### src/rtl/tl_pkg.sv
// Shared TileLink-UL opcodes, bridge state encoding and command-header layout.
package tl_pkg;

    localparam logic [2:0] TL_GET      = 3'd4;
    localparam logic [2:0] TL_PUT_FULL = 3'd0;
    localparam logic [2:0] TL_ACK      = 3'd0;
    localparam logic [2:0] TL_ACK_DATA = 3'd1;

    localparam int unsigned STATE_W = 3;

    localparam logic [STATE_W-1:0] ST_IDLE  = 3'd0;
    localparam logic [STATE_W-1:0] ST_HDR   = 3'd1;
    localparam logic [STATE_W-1:0] ST_ADDR  = 3'd2;
    localparam logic [STATE_W-1:0] ST_DATA  = 3'd3;
    localparam logic [STATE_W-1:0] ST_RESP  = 3'd4;
    localparam logic [STATE_W-1:0] ST_RWAIT = 3'd5;
    localparam logic [STATE_W-1:0] ST_DRESP = 3'd6;

    // Header byte carries the opcode in its top three bits.
    function automatic logic [7:0] hdr_byte(input logic [2:0] op);
        return {op, 5'b0_0000};
    endfunction

    function automatic logic op_supported(input logic [2:0] op);
        return (op == TL_GET) || (op == TL_PUT_FULL);
    endfunction

endpackage

### src/rtl/tl_byte_bridge.sv
// TileLink-UL slave bridging single A/D transactions onto byte-wide command
// and response FIFOs; one transaction outstanding at a time.
module tl_byte_bridge
    import tl_pkg::*;
#(
    parameter int unsigned ADDR_W = 64,
    parameter int unsigned DATA_W = 64
) (
    input  logic              clk,
    input  logic              rst_n,
    input  logic              a_valid,
    output logic              a_ready,
    input  logic [2:0]        a_opcode,
    input  logic [ADDR_W-1:0] a_address,
    input  logic [DATA_W-1:0] a_data,
    output logic              d_valid,
    input  logic              d_ready,
    output logic [2:0]        d_opcode,
    output logic              d_denied,
    output logic [DATA_W-1:0] d_data,
    input  logic              almost_full,
    output logic              wr_en,
    output logic [7:0]        dout,
    input  logic              almost_empty,
    output logic              rd_en,
    input  logic [7:0]        din
);

    localparam int unsigned AB    = ADDR_W / 8;
    localparam int unsigned DB    = DATA_W / 8;
    localparam int unsigned MAXB  = (AB > DB) ? AB : DB;
    localparam int unsigned CNT_W = $clog2(MAXB + 1);

    localparam logic [CNT_W-1:0] ADDR_LAST = CNT_W'(AB - 1);
    localparam logic [CNT_W-1:0] DATA_LAST = CNT_W'(DB - 1);

    logic [STATE_W-1:0] state_q, state_d;
    logic [CNT_W-1:0]   cnt_q, cnt_d;
    logic [CNT_W-1:0]   ccnt_q, ccnt_d;
    logic [2:0]         op_q, op_d;
    logic [ADDR_W-1:0]  addr_q, addr_d;
    logic [DATA_W-1:0]  wdata_q, wdata_d;
    logic [DATA_W-1:0]  rdata_q, rdata_d;
    logic               wr_en_q, wr_en_d;
    logic [7:0]         dout_q, dout_d;
    logic               rd_en_q, rd_en_d;
    logic               pend_q;
    logic               d_valid_q, d_valid_d;
    logic [2:0]         d_opcode_q, d_opcode_d;
    logic               d_denied_q, d_denied_d;
    logic               is_put_c;
    logic [CNT_W-1:0]   resp_last_c;

    assign is_put_c    = (op_q == TL_PUT_FULL);
    assign resp_last_c = is_put_c ? '0 : DATA_LAST;

    // Next-state and registered-output decode.
    always_comb begin
        state_d    = state_q;
        cnt_d      = cnt_q;
        ccnt_d     = ccnt_q;
        op_d       = op_q;
        addr_d     = addr_q;
        wdata_d    = wdata_q;
        rdata_d    = rdata_q;
        wr_en_d    = 1'b0;
        dout_d     = dout_q;
        rd_en_d    = 1'b0;
        d_valid_d  = d_valid_q;
        d_opcode_d = d_opcode_q;
        d_denied_d = d_denied_q;

        // A pop issued last cycle presents its byte on din now.
        if (pend_q) begin
            if (!is_put_c) begin
                rdata_d[int'(ccnt_q)*8 +: 8] = din;
            end
            ccnt_d = ccnt_q + CNT_W'(1);
        end

        case (state_q)
            ST_IDLE: begin
                if (a_valid) begin
                    op_d    = a_opcode;
                    addr_d  = a_address;
                    wdata_d = a_data;
                    rdata_d = '0;
                    cnt_d   = '0;
                    ccnt_d  = '0;
                    if (op_supported(a_opcode)) begin
                        if (!almost_full) begin
                            wr_en_d = 1'b1;
                            dout_d  = hdr_byte(a_opcode);
                            state_d = ST_ADDR;
                        end else begin
                            state_d = ST_HDR;
                        end
                    end else begin
                        state_d    = ST_DRESP;
                        d_valid_d  = 1'b1;
                        d_opcode_d = TL_ACK;
                        d_denied_d = 1'b1;
                    end
                end
            end
            ST_HDR: begin
                if (!almost_full) begin
                    wr_en_d = 1'b1;
                    dout_d  = hdr_byte(op_q);
                    cnt_d   = '0;
                    state_d = ST_ADDR;
                end
            end
            ST_ADDR: begin
                if (!almost_full) begin
                    wr_en_d = 1'b1;
                    dout_d  = addr_q[int'(cnt_q)*8 +: 8];
                    if (cnt_q == ADDR_LAST) begin
                        cnt_d   = '0;
                        state_d = is_put_c ? ST_DATA : ST_RESP;
                    end else begin
                        cnt_d = cnt_q + CNT_W'(1);
                    end
                end
            end
            ST_DATA: begin
                if (!almost_full) begin
                    wr_en_d = 1'b1;
                    dout_d  = wdata_q[int'(cnt_q)*8 +: 8];
                    if (cnt_q == DATA_LAST) begin
                        cnt_d   = '0;
                        state_d = ST_RESP;
                    end else begin
                        cnt_d = cnt_q + CNT_W'(1);
                    end
                end
            end
            ST_RESP: begin
                if (!almost_empty) begin
                    rd_en_d = 1'b1;
                    if (cnt_q == resp_last_c) begin
                        cnt_d   = '0;
                        state_d = ST_RWAIT;
                    end else begin
                        cnt_d = cnt_q + CNT_W'(1);
                    end
                end
            end
            ST_RWAIT: begin
                if (pend_q && (ccnt_q == resp_last_c)) begin
                    state_d    = ST_DRESP;
                    d_valid_d  = 1'b1;
                    d_opcode_d = is_put_c ? TL_ACK : TL_ACK_DATA;
                    d_denied_d = is_put_c & din[0];
                end
            end
            ST_DRESP: begin
                if (d_ready) begin
                    d_valid_d = 1'b0;
                    state_d   = ST_IDLE;
                end
            end
            default: begin
                state_d = ST_IDLE;
            end
        endcase
    end

    always_ff @(posedge clk or negedge rst_n) begin
        if (!rst_n) begin
            state_q    <= ST_IDLE;
            cnt_q      <= '0;
            ccnt_q     <= '0;
            op_q       <= '0;
            addr_q     <= '0;
            wdata_q    <= '0;
            rdata_q    <= '0;
            wr_en_q    <= 1'b0;
            dout_q     <= '0;
            rd_en_q    <= 1'b0;
            pend_q     <= 1'b0;
            d_valid_q  <= 1'b0;
            d_opcode_q <= '0;
            d_denied_q <= 1'b0;
        end else begin
            state_q    <= state_d;
            cnt_q      <= cnt_d;
            ccnt_q     <= ccnt_d;
            op_q       <= op_d;
            addr_q     <= addr_d;
            wdata_q    <= wdata_d;
            rdata_q    <= rdata_d;
            wr_en_q    <= wr_en_d;
            dout_q     <= dout_d;
            rd_en_q    <= rd_en_d;
            pend_q     <= rd_en_q;
            d_valid_q  <= d_valid_d;
            d_opcode_q <= d_opcode_d;
            d_denied_q <= d_denied_d;
        end
    end

    // Ready only out of reset and between transactions.
    assign a_ready  = rst_n & (state_q == ST_IDLE);
    assign wr_en    = wr_en_q;
    assign dout     = dout_q;
    assign rd_en    = rd_en_q;
    assign d_valid  = d_valid_q;
    assign d_opcode = d_opcode_q;
    assign d_denied = d_denied_q;
    assign d_data   = rdata_q;

endmodule

### config.mk
export PLATFORM = sky130hd
export DESIGN_NAME = tl_byte_bridge
export DESIGN_NICKNAME = d
export VERILOG_FILES = /design/src/rtl/tl_pkg.sv /design/src/rtl/tl_byte_bridge.sv
export SDC_FILE = /design/constraint.sdc
export NUM_CORES = 1
export LEC_CHECK = 0
export BUFFER_PORTS_ARGS = -buffer_cell sky130_fd_sc_hd__buf_2
export CORE_AREA = 2 2 146 148
export DETAILED_ROUTE_END_ITERATION = 7
export DIE_AREA = 0 0 148 150
export PLACE_DENSITY = 0.73
export SLEW_MARGIN = 25
export SYNTH_ARGS = -nofsm -noshare
export SYNTH_HDL_FRONTEND = slang
export SYNTH_SLANG_ARGS = --single-unit
export TNS_END_PERCENT = 100
### constraint.sdc
create_clock -name clk -period 3.2 [get_ports clk]
set_input_delay 0.32 -clock clk [delete_from_list [all_inputs] [get_ports clk]]
set_output_delay 0.32 -clock clk [all_outputs]
set_load 0.01 [all_outputs]
# Word-level counts from Yosys, hierarchy flattened
# Index checks and enable logic that the tools add are counted.
# totals
ff_bits	222
latchBits	0
ram_bits	0
rom_bits	0
in_bits	145
out_inout_bits	80
wordCells	119
n_memories	0
# op_classes
addsub	3
mul	0
div_mod_pow	0
order_cmp	0
n_eq_ne	24
n_shift	4
n_mux	55
bitwise	2
reduce_logical	17
# op_table
op	n
2-to-1 mux 64 bit	4
variable part select 64 x 8 -> 8 bit	2
bitwise mux 64 bit	1
variable shift 8 x 33 -> 64 bit (first input constant)	1
variable part select 8 x 33 -> 64 bit	1
2-to-1 mux 3 bit	16
2-to-1 mux 8 bit	6
2-to-1 mux 4 bit	9
negator 7 -> 33 bit	1
one-hot mux 8 bit (4 select lines)	1
inequality test 2 bit (second input constant)	14
one-hot mux 3 bit (7 select lines)	1
one-hot mux 4 bit (4 select lines)	1
equality test 3 bit (second input constant)	4
2-to-1 mux 1 bit	11
AND reduction 10 bit	1
AND reduction 5 bit	2
logical NOT 3 bit	3
adder 4 x 1 -> 4 bit (second input constant)	2
equality test 4 x 3 -> 1 bit	2
nonzero test 4 bit	2
AND reduction 7 bit	1
equality test 3 x 2 -> 1 bit (second input constant)	2
one-hot mux 3 bit (2 select lines)	1
other kinds (14)	16

# Logic depth before layout (Yosys ltp)
# Gate-level depths: netlist (run 1).
# logic_depth
depth_word	7
ltp_mapped	9
depth_no_buf	7

# Worst setup path before layout (run 1)
# No wires, ideal clock.
# synth_path
path_kind	reg-to-reg
start	register ccnt_q[0]
end	register rdata_q[16], in the netlist d_data[16]
setup_ns	0.121
arrival_ns	2.543
required_time_ns	3.079
path_slack_ns	0.536
stages_incl_launch_ff	10
path_buffers	2
period_less_slack_ns	2.664
path_cell_list	dfrtp_1 > clkbuf_1 > clkbuf_1 > nor3_1 > ha_1 > o311ai_1 > a2111oi_4 > nand2_1 > mux2i_1 > nor2_1
# synth_via
elab_chain_len	7
word_cells_on_any_way	8
classes_between	1 x add/sub; 2 x shift; 5 x mux
# synth_lines
element	line_no	rtl
start: declaration	tl_byte_bridge.sv:39	logic [CNT_W-1:0] ccnt_q, ccnt_d;
start signal: assignment	tl_byte_bridge.sv:188	ccnt_q <= ccnt_d;
negator 7 -> 33 bit *	tl_byte_bridge.sv:76	rdata_d[int'(ccnt_q)*8 +: 8] = din;
variable part select 8 x 33 -> 64 bit or variable shift 8 x 33 -> 64 bit (tied branches)	tl_byte_bridge.sv:76	
bitwise mux 64 bit *	tl_byte_bridge.sv:76	
2-to-1 mux 64 bit *	tl_byte_bridge.sv:75	if (!is_put_c) begin
2-to-1 mux 64 bit *	tl_byte_bridge.sv:74	if (pend_q) begin
2-to-1 mux 64 bit	tl_byte_bridge.sv:83	if (a_valid) begin
2-to-1 mux 64 bit *	tl_byte_bridge.sv:81	case (state_q)
via rdata_d[16]	tl_byte_bridge.sv:43	logic [DATA_W-1:0] rdata_q, rdata_d;
end signal: assignment	tl_byte_bridge.sv:192	rdata_q <= rdata_d;
end: declaration	tl_byte_bridge.sv:43	
# The timed path passes the listed nets; every way through them passes the cells marked *.
# A chain may end at the register's enable or synchronous reset.

# Worst setup path after layout (run 1)
# layout_path
start	register ccnt_q[0]
end	register rdata_q[17], in the netlist d_data[17]
# The elaborated chain is that of the path after synthesis.

==> impl_metrics.json, run 1 <==
{
  "via_count": 7031,
  "report.power.total_mw": 6.96,
  "async_reset_ff_share_pct": 100,
  "synth.top_cell.area_share_pct": 54.5,
  "cts_made_buffers": 24,
  "std_cell_rows": 53,
  "synth_ff_type": "dfrtp_1",
  "wl_per_cell_um": 18.9,
  "area_delta_synth_final_pct": 21.9,
  "gr-total-overflow": 0,
  "antenna_left": 0,
  "ioPinCount": 225,
  "drv_cap": 0,
  "drtIter0Drc": 409,
  "fillers": 1682,
  "fin_area_um2": 12300,
  "critPathKind": "reg2reg",
  "synth.distinct_cells": 62,
  "cts.htree.levels": 1,
  "clock_path_buffers": 3,
  "grt_pass1_wl_um": 38400,
  "grt.total_usage_pct": 22.1,
  "layout.nets": 1142,
  "p_per_area_nw_per_um2": 566,
  "clkSlewWorstSetupHoldPaths_ns": 0.06,
  "netlist_area_um2": 10100,
  "yosys.area.top_type": "dfrtp_1",
  "holdWs_ns": 0.0335,
  "routed_via_density": 5.45,
  "drv_slew": 0,
  "die_area_um2": 22200,
  "start_util_pct": 48.8,
  "critPathSlowestCell": "a2111oi_4",
  "rsz0062_at_grt": "false",
  "drive_gt1_share_pct": 44.2,
  "syn_inst": 774,
  "start_kind": "register",
  "clock_latency_ns": 0.52,
  "status": "finished clean",
  "cts_tree": "built",
  "hold_class": "in2reg",
  "leakagePower_nw": 6.46,
  "hpwl_um": 17100,
  "yosys-top-cells-area": "dfrtp_1, mux2_2, mux4_2",
  "placed_area_um2": 11500,
  "peakVddDrop_mv": 0.399,
  "coreArea_um2": 20700,
  "yosysSeqAreaShare_pct": 54.5,
  "arrival_ns": 3.25,
  "crit_chain": "inv_1 -> ha_1 -> o21bai_1 -> a2111oi_4 -> nand2_1 -> mux2i_1 -> nor2_1",
  "skew_ns": 0.0181,
  "setup_tns_ns": 0,
  "yosysMostFrequentCell": "dfrtp_1",
  "avgSynthCellArea_um2": 13.0,
  "first_global_vias": 7002,
  "path_max_fanout": 15,
  "min_period_ns": 2.88,
  "fmax_mhz": 347,
  "synth_edf_count": 0,
  "crit_required_ns": 3.56,
  "drt-total-wl_um": 24500,
  "antenna_found_initial": 8,
  "drc": 0,
  "grt_max_degree": 131,
  "cts-root-buf": "clkbuf_16",
  "final_hold_viol_count": 0,
  "clock_sinks": 220,
  "die_w_um": 148,
  "gp_congestion": 0.839,
  "worstMarginPinSlew_ns": 0.772,
  "io_buffers": 222,
  "cp-end-kind": "register",
  "ys_seq_elements": 220,
  "die_h_um": 150,
  "max_slew_margin_pct": 48.6,
  "cts_setup_buffers": 0,
  "slowest_delay_ns": 0.65,
  "setup_viol": 0,
  "synth_warnings": 0,
  "fin_crit_sh_pct": 90.1,
  "yosys-top-cells-count": "dfrtp_1, mux2_2, nor2_1",
  "first_pass_iters": 5
}
## final timing paths
check                                     from                endpoint  slack, ns  cells past startpoint
setup reg to reg           ccnt_q[0]$_DFF_PN0_    d_data[17]$_DFF_PN0_       0.32                      7
setup / recovery           ccnt_q[0]$_DFF_PN0_    d_data[17]$_DFF_PN0_       0.32                      7
min in group asynchronous                rst_n    d_data[51]$_DFF_PN0_       0.36                      2
hold / removal                   a_address[37]  addr_q[37]$_DFFE_PN0P_       0.03                      2
max in group asynchronous                rst_n   addr_q[1]$_DFFE_PN0P_       1.80                      3
hold reg to reg                rd_en$_DFF_PN0_        pend_q$_DFF_PN0_       0.38                      0
## logic make-up (layout without fill, tap and decap cells)
kind of cell             after synthesis  count (layout)  share of synthesized area, %
AO/OA/AOI/OAI                         76              76                          5.61
XOR/XNOR                               6               6                         0.521
adder cells (fa/ha/maj)                4               4                         0.496
buffers and inverters                 55             290                          2.60
flip-flops                           220             220                          54.5
multiplexers                         221             221                          27.2
other                                  1               8                        0.0371
AND/OR/NAND/NOR                      191             191                          9.02
## sequential cells by signal (all words and copies together) (netlist names)
register	cells
addr_q	64
ccnt_q	4
cnt_q	4
d_data	64
d_denied	1
d_opcode	1
d_valid	1
dout	8
op_q	3
pend_q	1
rd_en	1
state_q	3
wdata_q	64
wr_en	1
## what timing repair did
| item | 4_1_cts | 5_1_grt |
|---|---|---|
| resized for setup | 0 | 0 |
| hold endpoints to repair | 64 | 0 |
| hold buffers | 2 | 0 |
## layer usage
layer  GRT usage, %  wire, um
met1           29.9     10400
met2           35.5     11600
met3           5.52      1800
met4           6.71       608
met5              0        29
## cell usage in the layout (no fill, tap or decap), drive strengths merged, types with 5 or more instances in the layout
master  instances
inv             7
and2           13
clkinv          9
mux2i          58
nand2b         10
mux2          134
dfrtp         220
nor3            5
nand3          25
buf           237
mux4           29
a21oi          16
nor2           78
nor2b          13
diode           6
clkbuf         33
a22o            5
nand2          30
a22oi           6
o21ai          13
## critical path: cells and delay by family, from the launching register on
kind	cells	cell delay [ns]
AOI/OAI and AO/OA	2	0.91
adders and majority gates	1	0.28
buffers and inverters	1	0.15
DFF	1	0.60
muxes	1	0.28
and+or+nand+nor	2	0.50
## power by group
group | switching [mW] | total (mW) | internal, mW | leakage, nW
combinational | 0.618 | 1.15 | 0.534 | 3.18
sequential | 0.131 | 3.10 | 2.97 | 2.89
clock | 1.08 | 2.71 | 1.63 | 0.389
## layout make-up
class	instances	area (um^2)	area share, %
Antenna cell	6	15.0	0.122
Clock buffer	33	676	5.49
Sequential cell	220	5510	44.7
Multi-Input combinational cell	500	4330	35.2
Clock inverter	10	100	0.813
Timing Repair Buffer	239	1300	10.6
Inverter	8	30.0	0.244
Tap cell	275	344	2.80
## through the flow
step | instances | utilization [%] | setup WS, ns
finish | 1291 | 59.5 | 0.317
global route | 1287 | 59.4 | 0.0745
CTS | 1285 | 59.4 | 0.337
detailed placement | 1240 | 55.6 | 0.348
global placement | 1240 | 55.6 | 0.508
floorplan | 775 | - | 0.536
No activity file was read; power rests on OpenSTA's default activity.
==> run 2, diff against run 1 <==
Settings changed: CELL_PAD_IN_SITES_DETAIL_PLACEMENT set to 0, CELL_PAD_IN_SITES_GLOBAL_PLACEMENT set to 1, CORE_AREA 2 2 146 148 to 2 2 155 157, DIE_AREA 0 0 148 150 to 0 0 157 159, PLACE_DENSITY 0.73 to not set, PLACE_DENSITY_LB_ADDON set to 0.1.
==> impl_metrics.json, run 2 (synthesized netlist as in run 1, its figures left out) <==
{
  "status": "finished clean",
  "first_global_vias": 7082,
  "gr-total-overflow": 0,
  "drv_slew": 0,
  "cts_tree": "built",
  "fin_crit_sh_pct": 87.3,
  "drc": 0,
  "fillers": 2080,
  "final_hold_viol_count": 0,
  "path_max_fanout": 11,
  "coreArea_um2": 23200,
  "cts.htree.levels": 1,
  "fmax_mhz": 358,
  "area_delta_synth_final_pct": 23.2,
  "gp_congestion": 0.783,
  "multi_input_area_um2": 4330,
  "peakVddDrop_mv": 0.399,
  "io_buffers": 222,
  "std_cell_rows": 56,
  "regArea_um2": 5510,
  "clock_path_buffers": 3,
  "fin_cells": 1340,
  "routed_via_density": 5.19,
  "setup_tns_ns": 0,
  "clock_sinks": 220,
  "fin_util_pct": 53.6,
  "wl_per_cell_um": 19.1,
  "antenna_left": 0,
  "min_period_ns": 2.79,
  "layout.nets": 1146,
  "worst_slack_ns": 0.408,
  "crit_required_ns": 3.57,
  "drtIter0Drc": 300,
  "clock_latency_ns": 0.52,
  "setup_viol": 0,
  "start_kind": "register",
  "worstMarginPinSlew_ns": 0.766,
  "arrival_ns": 3.17,
  "hpwl_um": 17900,
  "drive_gt1_share_pct": 44.2,
  "final_cell_mix": "buf_2, dfrtp_1, mux2_2",
  "timing.critical_path.depth": 7,
  "grt_max_degree": 138,
  "max_slew_margin_pct": 48.9,
  "cts-root-buf": "clkbuf_16",
  "cp-end-kind": "register",
  "place_ws_ns": 0.379,
  "critPathSlowestCell": "a2111oi_2",
  "critPathKind": "reg2reg",
  "clkSlewWorstSetupHoldPaths_ns": 0.06,
  "cts_made_buffers": 25,
  "via_count": 6948,
  "grt_pass1_wl_um": 40000,
  "die_w_um": 157,
  "grt.total_usage_pct": 20.5,
  "worst-path-buf-inv": 1,
  "hold_class": "in2reg",
  "drt-total-wl_um": 25600,
  "slowest_delay_ns": 0.56,
  "ioPinCount": 225,
  "die_h_um": 159,
  "antenna_found_initial": 8,
  "layout_commonest_cell": "buf_2",
  "dp.cells": 1285,
  "start_util_pct": 43.5,
  "p_per_area_nw_per_um2": 567,
  "leakagePower_nw": 6.48,
  "holdWs_ns": 0.0245,
  "reg2regPathDepth": 7,
  "crit_chain": "inv_1 -> ha_1 -> o21bai_1 -> a2111oi_2 -> nand3_1 -> mux2i_1 -> nor2_1",
  "holdPathStages": 2,
  "worst_path_dominant_cell_family": "compound AO/OA/AOI/OAI gates",
  "first_pass_iters": 4,
  "skew_ns": 0.0276,
  "drv_cap": 0,
  "die_area_um2": 25000,
  "rsz0062_at_grt": "false"
}
## run 2: final timing paths
path	end	slack [ns]	from
worst max-delay path	d_data[42]$_DFF_PN0_	0.41	ccnt_q[0]$_DFF_PN0_
worst min-delay path	wdata_q[60]$_DFFE_PN0P_	0.02	a_data[60]
worst max register to register	d_data[42]$_DFF_PN0_	0.41	ccnt_q[0]$_DFF_PN0_
worst min register to register	pend_q$_DFF_PN0_	0.39	rd_en$_DFF_PN0_
max in group asynchronous	ccnt_q[3]$_DFF_PN0_	2.01	rst_n
min in group asynchronous	d_data[44]$_DFF_PN0_	0.23	rst_n
## run 2: through the flow
step / cell area (um^2) / power [mW]
2_1_floorplan: 10100 / 3.85
3_3_place_gp: 11600 / 4.30
3_5_place_dp: 11600 / 4.32
4_1_cts: 12400 / 7.17
5_1_grt: 12400 / 7.41
6_report: 12400 / 7.06
## run 2: what timing repair did
action / CTS / global route
buffers inserted: 0 / 0
resized for setup: 0 / 0
endpoints found under the setup margin: 0 / 0
hold endpoints to repair: 86 / 0
hold buffers: 4 / 0
## run 2: area by class of cell
class	instances	share of cell area, %
well taps	319	3.21
clock inverters	9	0.835
clock buffers	35	5.65
multi-input cells	500	34.8
inverters	8	0.241
diodes	7	0.141
flip-flops and latches	220	44.3
repair buffers	242	10.8
## run 2: routing by layer
layer | part of all wire (%) | up-vias | GRT usage, %
met2 | 49 | 161 | 33.9
li1 | - | 3258 | -
met4 | 1.7 | 6 | 5.13
met5 | 0.16 | - | 0
met1 | 43 | 3499 | 27.1
met3 | 5.8 | 24 | 5.14
## run 2: power by group
part	switching (mW)	internal [mW]
logic	0.574	0.525
registers	0.177	2.97
clock network	1.12	1.69
